File: src/rtl/sma_in_capture_pkg.sv
// Shared constants and FSM state type for the SMA input capture controller.
package sma_in_capture_pkg;

  localparam logic [2:0] ADDR_DATA       = 3'd0;
  localparam logic [2:0] ADDR_CONTROL    = 3'd1;
  localparam logic [2:0] ADDR_STATUS     = 3'd2;
  localparam logic [2:0] ADDR_PERIOD     = 3'd3;
  localparam logic [2:0] ADDR_HIGH_TIME  = 3'd4;
  localparam logic [2:0] ADDR_EDGE_COUNT = 3'd5;

  localparam int unsigned CTRL_EN      = 0;
  localparam int unsigned CTRL_RISE    = 1;
  localparam int unsigned CTRL_FALL    = 2;
  localparam int unsigned CTRL_IRQ_EN  = 3;
  localparam int unsigned CTRL_ONESHOT = 4;
  localparam int unsigned CTRL_W       = 5;

  localparam int unsigned STAT_CAP = 0;
  localparam int unsigned STAT_OVF = 1;

  typedef enum logic [1:0] {
    IDLE,
    ARM,
    MEAS,
    DONE
  } state_t;

endpackage

File: src/rtl/sma_in_capture_ctrl_if.sv
// Avalon-MM slave bus bundle for the SMA input capture controller.
interface sma_in_capture_ctrl_if;

  logic [2:0]  address;
  logic        read;
  logic        write;
  logic [31:0] writedata;
  logic [31:0] readdata;

  modport master (
    output address, read, write, writedata,
    input  readdata
  );

  modport slave (
    input  address, read, write, writedata,
    output readdata
  );

endinterface

File: src/rtl/sma_in_sync_edge.sv
// Pin synchronizer with rise/fall pulse generation.
// Define SMA_IN_GLITCH_FILTER_EN to insert a 3-sample consistency filter.
module sma_in_sync_edge #(
  parameter int unsigned SYNC_STAGES = 2
) (
  input  logic clk,
  input  logic reset,
  input  logic in_port,
  output logic level,
  output logic rise,
  output logic fall
);

  logic [SYNC_STAGES-1:0] sync;
  logic                   raw;
  logic                   level_q;

  always_ff @(posedge clk or posedge reset) begin
    if (reset) sync <= '0;
    else       sync <= {sync[SYNC_STAGES-2:0], in_port};
  end

  assign raw = sync[SYNC_STAGES-1];

`ifdef SMA_IN_GLITCH_FILTER_EN
  logic [1:0] hist;

  always_ff @(posedge clk or posedge reset) begin
    if (reset) hist <= '0;
    else       hist <= {hist[0], raw};
  end

  // Follow the pin only once the current and two previous samples agree.
  assign level = ((raw == hist[0]) && (raw == hist[1])) ? raw : level_q;
`else
  assign level = raw;
`endif

  always_ff @(posedge clk or posedge reset) begin
    if (reset) level_q <= 1'b0;
    else       level_q <= level;
  end

  assign rise = level & ~level_q;
  assign fall = ~level & level_q;

endmodule

File: src/rtl/sma_in_capture_ctrl.sv
// SMA input timing-capture controller: period, high time and edge count behind Avalon-MM.
// Define SMA_IN_GLITCH_FILTER_EN to enable the input glitch filter in sma_in_sync_edge.
module sma_in_capture_ctrl
  import sma_in_capture_pkg::*;
#(
  parameter int unsigned SYNC_STAGES = 2,
  parameter int unsigned CNT_W       = 32
) (
  input  logic                 clk,
  input  logic                 reset,
  sma_in_capture_ctrl_if.slave avs,
  input  logic                 in_port,
  output logic                 irq
);

  localparam logic [CNT_W-1:0] CNT_MAX  = '1;
  localparam logic [CNT_W-1:0] CNT_ONE  = CNT_W'(1);
  localparam logic [CNT_W-1:0] CNT_NEAR = CNT_MAX - CNT_ONE;

  logic              level, rise, fall;
  logic [CTRL_W-1:0] ctrl;
  logic              cap, ovf;
  logic [CNT_W-1:0]  pcnt, hcnt, period, high_time, edge_count;
  state_t            state, state_nxt;
  logic              wr_ctrl, wr_status, wr_edges;
  logic              sel_edge, active, capture, pcnt_sat, hcnt_sat, ovf_set;
  logic              unused_wd;

  sma_in_sync_edge #(
    .SYNC_STAGES(SYNC_STAGES)
  ) u_sync_edge (
    .clk    (clk),
    .reset  (reset),
    .in_port(in_port),
    .level  (level),
    .rise   (rise),
    .fall   (fall)
  );

  assign unused_wd = ^avs.writedata[31:CTRL_W];

  always_comb begin
    wr_ctrl   = avs.write && (avs.address == ADDR_CONTROL);
    wr_status = avs.write && (avs.address == ADDR_STATUS);
    wr_edges  = avs.write && (avs.address == ADDR_EDGE_COUNT);
    sel_edge  = (rise && ctrl[CTRL_RISE]) || (fall && ctrl[CTRL_FALL]);
    active    = (state == ARM) || (state == MEAS);
    capture   = (state == MEAS) && sel_edge;
    pcnt_sat  = (pcnt == CNT_MAX);
    hcnt_sat  = (hcnt == CNT_MAX);
    // Flag the cycle a counter steps onto its saturation value.
    ovf_set   = ((state == MEAS) && !sel_edge && (pcnt == CNT_NEAR)) ||
                (active && !rise && level && (hcnt == CNT_NEAR));
  end

  always_ff @(posedge clk or posedge reset) begin
    if (reset) state <= IDLE;
    else       state <= state_nxt;
  end

  always_comb begin
    state_nxt = state;
    if (!ctrl[CTRL_EN]) begin
      state_nxt = IDLE;
    end else begin
      case (state)
        IDLE:    state_nxt = ARM;
        ARM:     if (sel_edge) state_nxt = MEAS;
        MEAS:    if (sel_edge && ctrl[CTRL_ONESHOT]) state_nxt = DONE;
        DONE:    if (wr_ctrl && avs.writedata[CTRL_EN]) state_nxt = ARM;
        default: state_nxt = IDLE;
      endcase
    end
  end

  always_ff @(posedge clk or posedge reset) begin
    if (reset) begin
      pcnt <= '0;
      hcnt <= '0;
    end else begin
      case (state)
        IDLE: begin
          pcnt <= '0;
          hcnt <= '0;
        end
        ARM, MEAS: begin
          if (sel_edge)                           pcnt <= '0;
          else if ((state == MEAS) && !pcnt_sat)  pcnt <= pcnt + CNT_ONE;
          if (rise)                               hcnt <= '0;
          else if (level && !hcnt_sat)            hcnt <= hcnt + CNT_ONE;
        end
        default: ;
      endcase
    end
  end

  always_ff @(posedge clk or posedge reset) begin
    if (reset) begin
      period     <= '0;
      high_time  <= '0;
      edge_count <= '0;
    end else begin
      if (capture) period <= pcnt_sat ? CNT_MAX : pcnt + CNT_ONE;
      if (active && fall) high_time <= hcnt_sat ? CNT_MAX : hcnt + CNT_ONE;
      if (wr_edges)                                edge_count <= '0;
      else if (capture && (edge_count != CNT_MAX)) edge_count <= edge_count + CNT_ONE;
    end
  end

  always_ff @(posedge clk or posedge reset) begin
    if (reset) begin
      ctrl <= '0;
      cap  <= 1'b0;
      ovf  <= 1'b0;
    end else begin
      if (wr_ctrl) ctrl <= avs.writedata[CTRL_W-1:0];
      cap <= capture || (cap && !(wr_status && avs.writedata[STAT_CAP]));
      ovf <= ovf_set || (ovf && !(wr_status && avs.writedata[STAT_OVF]));
    end
  end

  always_ff @(posedge clk or posedge reset) begin
    if (reset) begin
      avs.readdata <= '0;
    end else if (avs.read) begin
      case (avs.address)
        ADDR_DATA:       avs.readdata <= {31'b0, level};
        ADDR_CONTROL:    avs.readdata <= {27'b0, ctrl};
        ADDR_STATUS:     avs.readdata <= {30'b0, ovf, cap};
        ADDR_PERIOD:     avs.readdata <= 32'(period);
        ADDR_HIGH_TIME:  avs.readdata <= 32'(high_time);
        ADDR_EDGE_COUNT: avs.readdata <= 32'(edge_count);
        default:         avs.readdata <= '0;
      endcase
    end
  end

  assign irq = ctrl[CTRL_IRQ_EN] & cap;

endmodule

File: src/flat_wrapper.sv
// flat-port wrapper written by rule: the top's interface ports become plain ports
module sma_in_capture_ctrl_flat import sma_in_capture_pkg::*;
#(
  parameter int unsigned SYNC_STAGES = 2,
  parameter int unsigned CNT_W       = 32
)
  (clk, reset, in_port, irq, avs_address, avs_read, avs_write, avs_writedata, avs_readdata);
  sma_in_capture_ctrl_if avs_i ();
  input  logic clk;
  input  logic reset;
  input  logic in_port;
  output logic irq;
  input wire logic [$bits(avs_i.address)-1:0] avs_address;
  input wire logic [$bits(avs_i.read)-1:0] avs_read;
  input wire logic [$bits(avs_i.write)-1:0] avs_write;
  input wire logic [$bits(avs_i.writedata)-1:0] avs_writedata;
  output wire logic [$bits(avs_i.readdata)-1:0] avs_readdata;
  assign avs_i.address = avs_address;
  assign avs_i.read = avs_read;
  assign avs_i.write = avs_write;
  assign avs_i.writedata = avs_writedata;
  assign avs_readdata = avs_i.readdata;
  sma_in_capture_ctrl #(.SYNC_STAGES(SYNC_STAGES), .CNT_W(CNT_W)) u_core (.clk(clk), .reset(reset), .avs(avs_i), .in_port(in_port), .irq(irq));
endmodule
File: config.mk
export PLATFORM = sky130hd
export DESIGN_NAME = sma_in_capture_ctrl_flat
export DESIGN_NICKNAME = d
export VERILOG_FILES = /design/src/rtl/sma_in_capture_pkg.sv /design/src/rtl/sma_in_capture_ctrl_if.sv /design/src/rtl/sma_in_sync_edge.sv /design/src/rtl/sma_in_capture_ctrl.sv /design/src/flat_wrapper.sv
export SDC_FILE = /design/constraint.sdc
export NUM_CORES = 1
export LEC_CHECK = 0
export CELL_PAD_IN_SITES_DETAIL_PLACEMENT = 1
export CELL_PAD_IN_SITES_GLOBAL_PLACEMENT = 2
export CORE_MARGIN = 2
export CORE_UTILIZATION = 40
export CTS_CLUSTER_SIZE = 25
export DETAILED_ROUTE_END_ITERATION = 8
export DONT_BUFFER_PORTS = 1
export GPL_TIMING_DRIVEN = 0
export PLACE_DENSITY = 0.77
export SLEW_MARGIN = 10
export SYNTH_ARGS = -nofsm -noshare
export SYNTH_HDL_FRONTEND = slang
export SYNTH_SLANG_ARGS = --single-unit
File: constraint.sdc
create_clock -name clk -period 8.3 [get_ports clk]
set_input_delay 1.66 -clock clk [delete_from_list [all_inputs] [get_ports clk]]
set_output_delay 1.66 -clock clk [all_outputs]
set_load 0.03 [all_outputs]
Word level (Yosys, flattened, before mapping) --
Index checks and enable logic that the tools add are counted.
Operators by class: add/sub/neg operators 3, equality and inequality tests 18, multiplexer cells 16, bitwise operators 5, reduce and logical (&&, ||, !) cells 40
Operators by type and width (number):
- $mux 32 | 8
- $pmux 32 s6 | 1
- $eq 32x32->1 const B | 4
- $pmux 32 s2 | 2
- $add 32x1->32 const B | 3
- $ne 32x32->1 const B | 1
- $logic_and 1x1->1 | 21
- $ne 3x3->1 const B | 3
- $mux 2 | 4
- $pmux 2 s4 | 1
- $eq 3x2->1 const B | 2
- $eq 3x3->1 const B | 2
- $logic_not 1->1 | 6
- $ne 3x1->1 const B | 2
- $logic_or 1x1->1 | 5
- $eq 2x2->1 const B | 2
- $reduce_and 2->1 | 2
- $reduce_bool 2->1 | 2
- $and 1x1->1 | 3
- $eq 3x1->1 const B | 1
- $logic_not 3->1 | 1
- $reduce_and 3->1 | 1
- $eq 2x1->1 const B | 1
- $logic_not 2->1 | 1
- 2 further kinds | 3
Word-level totals: flip-flop bits (word level) 204, bits of input ports 40, output and inout bits 33, logic and storage cells 94

Longest topological paths before layout --
depth after elaboration 9, mapped depth 10, depth with buffers taken out 7

Cells and area by module --
Synthesis repeated with hierarchy kept, for this count alone.
Unflattened totals: cells, all modules 1192, area total of the unflattened synthesis 11056.9 sq um
Modules (own cells, without submodules):
- sma_in_capture_ctrl | instances 1, cells an instance 1186, area each 10963.0 sq um, sequential area each 5029.8 sq um
- sma_in_sync_edge | instances 1, cells an instance 6, area each 93.8 sq um, sequential area each 75.1 sq um

Least setup slack after synthesis --
OpenSTA, ideal clock, no wires.
path type input port to flip-flop, start point input port avs_address[2], end point register u_core.state[0], setup time 0.094 ns, arrival time 3.043 ns, required time 8.206 ns, slack 5.163 ns, stages 6, path buffers 2, cell sequence clkbuf_1 -> nor4bb_1 -> clkbuf_1 -> nand2_1 -> a221o_1 -> a211oi_1
On the way: longest elaborated chain between the ends 5
Ends and longest elaborated chain:
- start, declared | RTL line flat_wrapper.sv:13 | input wire logic [$bits(avs_i.address)-1:0] avs_address;
- $eq 3x1->1 | RTL line sma_in_capture_ctrl.sv:43 | wr_ctrl = avs.write && (avs.address == ADDR_CONTROL);
- $logic_and 1x1->1 | RTL line sma_in_capture_ctrl.sv:43
- $logic_and 1x1->1 | RTL line sma_in_capture_ctrl.sv:70 | DONE: if (wr_ctrl && avs.writedata[CTRL_EN]) state_nxt = ARM;
- $ne 3x3->1 (no line)
- $reduce_and 3->1 (no line)
- end signal, assigned | RTL line sma_in_capture_ctrl.sv:58 | else state <= state_nxt;
- end, declared | RTL line sma_in_capture_ctrl.sv:24 | state_t state, state_nxt;
No other way between the ends. A chain may end at the register's enable or synchronous reset.

Worst setup path in the final report --
start point input port avs_address[2], end point register u_core.avs.readdata[10]
On the way: longest elaborated chain between the ends 2, elaborated cells on any way between the ends 7, classes of those cells eq/ne: 5; mux: 1; reduce/logical: 1
Ends and longest elaborated chain:
- $eq 3x3->1, or another cell as far along | RTL line sma_in_capture_ctrl.sv:126 | case (avs.address)
- $pmux 32 s6 * | RTL line sma_in_capture_ctrl.sv:126
- end signal, assigned | RTL line sma_in_capture_ctrl.sv:127 | ADDR_DATA: avs.readdata <= {31'b0, level};
- end signal, assigned | RTL line sma_in_capture_ctrl.sv:128 | ADDR_CONTROL: avs.readdata <= {27'b0, ctrl};
- end signal, assigned | RTL line sma_in_capture_ctrl.sv:129 | ADDR_STATUS: avs.readdata <= {30'b0, ovf, cap};
- end, declared | RTL line sma_in_capture_ctrl_if.sv:17 | output readdata
Mark *: on every way between the ends. The rest lies on a longest branch, timed or not.

==> results.py <==
metrics = {
    "die": {
        "rows": 60,
        "fp.dieW_um": 169,
        "die_area_um2": 28500,
        "io_pins": 73,
        "die-height_um": 169,
        "coreArea_um2": 26800,
        "initial_core_util": 0.406,
    },
    "sta": {
        "layout_min_cycle_time_ns": 3.39,
        "worstMarginPinSlew_ns": 1.08,
        "layout_setup_ws_ns": 4.91,
        "setup_viol": 0,
        "slew_headroom": 0.276,
        "finalSetupTns_ns": 0,
        "hold_ws_ns": 0.343,
        "hold_viol_final": 0,
        "rsz0062_at_grt": "false",
        "max_freq_mhz": 295,
        "finalMaxSlewViolations": 0,
        "fin_skew_ns": 0.0139,
        "fin_crit_sh": 0.409,
    },
    "pwr": {
        "max-vdd-ir-drop_uv": 161,
        "p_switching_mw": 1.19,
        "switching_share": 0.346,
        "clkPwrFrac": 0.364,
        "power_density_nw_per_um2": 280,
        "seqPwrFrac": 0.404,
        "p_total_mw": 3.44,
        "p_int_mw": 2.25,
        "p_leak_nw": 4.91,
        "p_comb_frac": 0.232,
    },
    "drt": {
        "drt_iter0_drc": 570,
        "first_pass_iters": 5,
        "ant_nets": 0,
        "wl_um": 34500,
        "detail_route.wl_per_cell_um": 21.8,
        "vias": 9414,
        "remaining_drc_errors": 0,
        "vias_per_cell": 5.94,
    },
    "synthesis": {
        "synth-edff-count": 0,
        "yosysWarnings": 0,
        "syn_inst": 1198,
        "synth_top_area_share": 0.469,
        "synthArstFlopShare": 1.00,
        "netlist_area_um2": 10900,
        "synth_seq_cells": 204,
        "ys.flop_type": "dfrtp_1",
        "ys_seq_area_frac": 0.469,
        "synth_cell_type_count": 59,
        "syn_avg_cell_area_um2": 9.08,
        "synth_area_leaders": "dfrtp_1 (47%), a21oi_1 (4.5%), o21ai_0 (3.9%), nor2_1 (3.4%), nand2_1 (2.6%)",
        "syn_nets": 1248,
        "synth_top_area_cell": "dfrtp_1",
    },
    "clocking": {
        "cts_resized": 0,
        "cts_root_buf": "clkbuf_16",
        "clkSinkCount": 204,
        "cts_tree": "done",
        "post_cts_buffers": 0,
        "cts_buffers": 25,
        "worstSkewPairLatency_ns": 0.53,
        "cts.htree.levels": 1,
        "clock_path_buffers": 3,
        "clk_pin_slew_ns": 0.06,
        "cts_hold_buf": 0,
    },
    "placement": {
        "port_buffers": 0,
        "placed_area_um2": 11400,
        "dp_hpwl_um": 25200,
        "place_inst": 1540,
        "dpl_worst_slack_ns": 4.41,
        "gp_congestion": 0.857,
    },
    "worst_hold_path": {
        "worstHoldStart": "u_core.u_sync_edge.sync[0]$_DFF_PP0_",
        "hp-class": "register to register",
        "holdPathStages": 0,
        "min_to": "u_core.u_sync_edge.sync[1]$_DFF_PP0_",
    },
    "critical_path": {
        "rr_worst_depth": 8,
        "end_kind": "register",
        "reg2reg_from": "u_core.hcnt[0]$_DFFE_PP0P_",
        "required_ns": 8.75,
        "start_kind": "primary input",
        "worstPathMaxFanout": 10,
        "critPathKind": "primary input to register",
        "r2r_slack_ns": 4.92,
        "r2r_end": "u_core.hcnt[27]$_DFFE_PP0P_",
        "cp.arrival_ns": 3.84,
    },
    "finish": {
        "final_core_util": 0.458,
        "design_area_um2": 12300,
        "final_cell_mix": "dfrtp_1 (204), nor2_1 (98), a21oi_1 (97), o21ai_0 (84), nand2_1 (75)",
        "antennaDiodeCount": 0,
        "layout.cells.non_filler": 1585,
        "final_nets": 1276,
        "final_common_cell": "dfrtp_1",
        "drive_above_1_share": 0.0627,
        "area_growth_pct": 12.9,
    },
    "global_routing": {
        "grt_pass1_wl_um": 55100,
        "grt_max_degree": 104,
        "grtUsageTotal": 0.246,
        "grt-ovfl-total": 0,
        "grt_pass1_vias": 9410,
        "antenna_found_initial": 0,
    },
    "run": {
        "cap_violations": 0,
    },
    "run_status": {
        "status": "completed",
    },
}
## power groups by stage
stage	sequential (mW)	clock, mW	combinational [mW]
final	1.39	1.25	0.797
after global routing	1.41	1.31	0.908
after CTS	1.40	1.28	0.807
after detailed placement	1.41	0	0.800
after global placement	1.41	0	0.782
after floorplan	1.33	0	0.556
## area by class of cell
type | instances | area, um2
Sequential cell | 204 | 5100
Inverter | 60 | 233
Clock buffer | 30 | 674
Timing Repair Buffer | 1 | 27.5
Clock inverter | 15 | 260
Multi-Input combinational cell | 845 | 5190
Buffer | 89 | 367
Fill cell | 3098 | 14500
Tap cell | 341 | 427
## metal layers
metal	wire length (um)	part of all wire	GRT usage
met5	0	0	0
met4	407	0.012	0.0416
met3	1680	0.049	0.0351
met2	15400	0.45	0.378
met1	17000	0.49	0.373
## worst max-delay path, stage by stage
cell,delay [ns]
clkbuf_1,0.44
nor2b_1,0.52
nor2b_1,0.36
clkbuf_1,0.45
a22oi_1,0.25
o22ai_1,0.16
## synth_stat cells, drive strengths merged (27+ instances only)
library cell / count
dfrtp: 204
nor2: 98
a21oi: 97
o21ai: 89
nand2: 75
clkbuf: 69
inv: 60
nand3: 44
nand4: 41
o31ai: 36
o22ai: 33
a22oi: 31
a22o: 27
xnor2: 27
## logic make-up after synthesis
family | after synthesis | synth area share
xor+xnor | 52 | 0.0418
mux | 17 | 0.0161
fa+ha+maj | 10 | 0.0115
flops | 204 | 0.469
compound gates | 357 | 0.207
simple gates | 409 | 0.200
buf+inv | 149 | 0.0544
## registers in the layout (all words and copies together) (netlist names), 2 cells and up
name                     flops
u_core.edge_count           32
u_core.ctrl                  5
u_core.pcnt                 32
u_core.state                 2
u_core.hcnt                 32
u_core.avs.readdata         32
u_core.high_time            32
u_core.u_sync_edge.sync      2
u_core.period               32
## worst max-delay path by stage
| stage | end | slack (ns) | startpoint | depth (start not counted) |
|---|---|---|---|---|
| finish | u_core.avs.readdata[10]$_DFFE_PP0P_ | 4.91 | avs_address[2] | 6 |
| global route | u_core.hcnt[29]$_DFFE_PP0P_ | 4.65 | u_core.hcnt[0]$_DFFE_PP0P_ | 8 |
| CTS | u_core.hcnt[27]$_DFFE_PP0P_ | 4.91 | u_core.hcnt[0]$_DFFE_PP0P_ | 8 |
| detailed placement | u_core.avs.readdata[10]$_DFFE_PP0P_ | 4.41 | avs_address[2] | 6 |
| global placement | u_core.hcnt[2]$_DFFE_PP0P_ | -1.81 | reset | 1 |
| floorplan | u_core.avs.readdata[0]$_DFFE_PP0P_ | 1.07 | reset | 1 |
No activity file was read; power rests on OpenSTA's default activity.
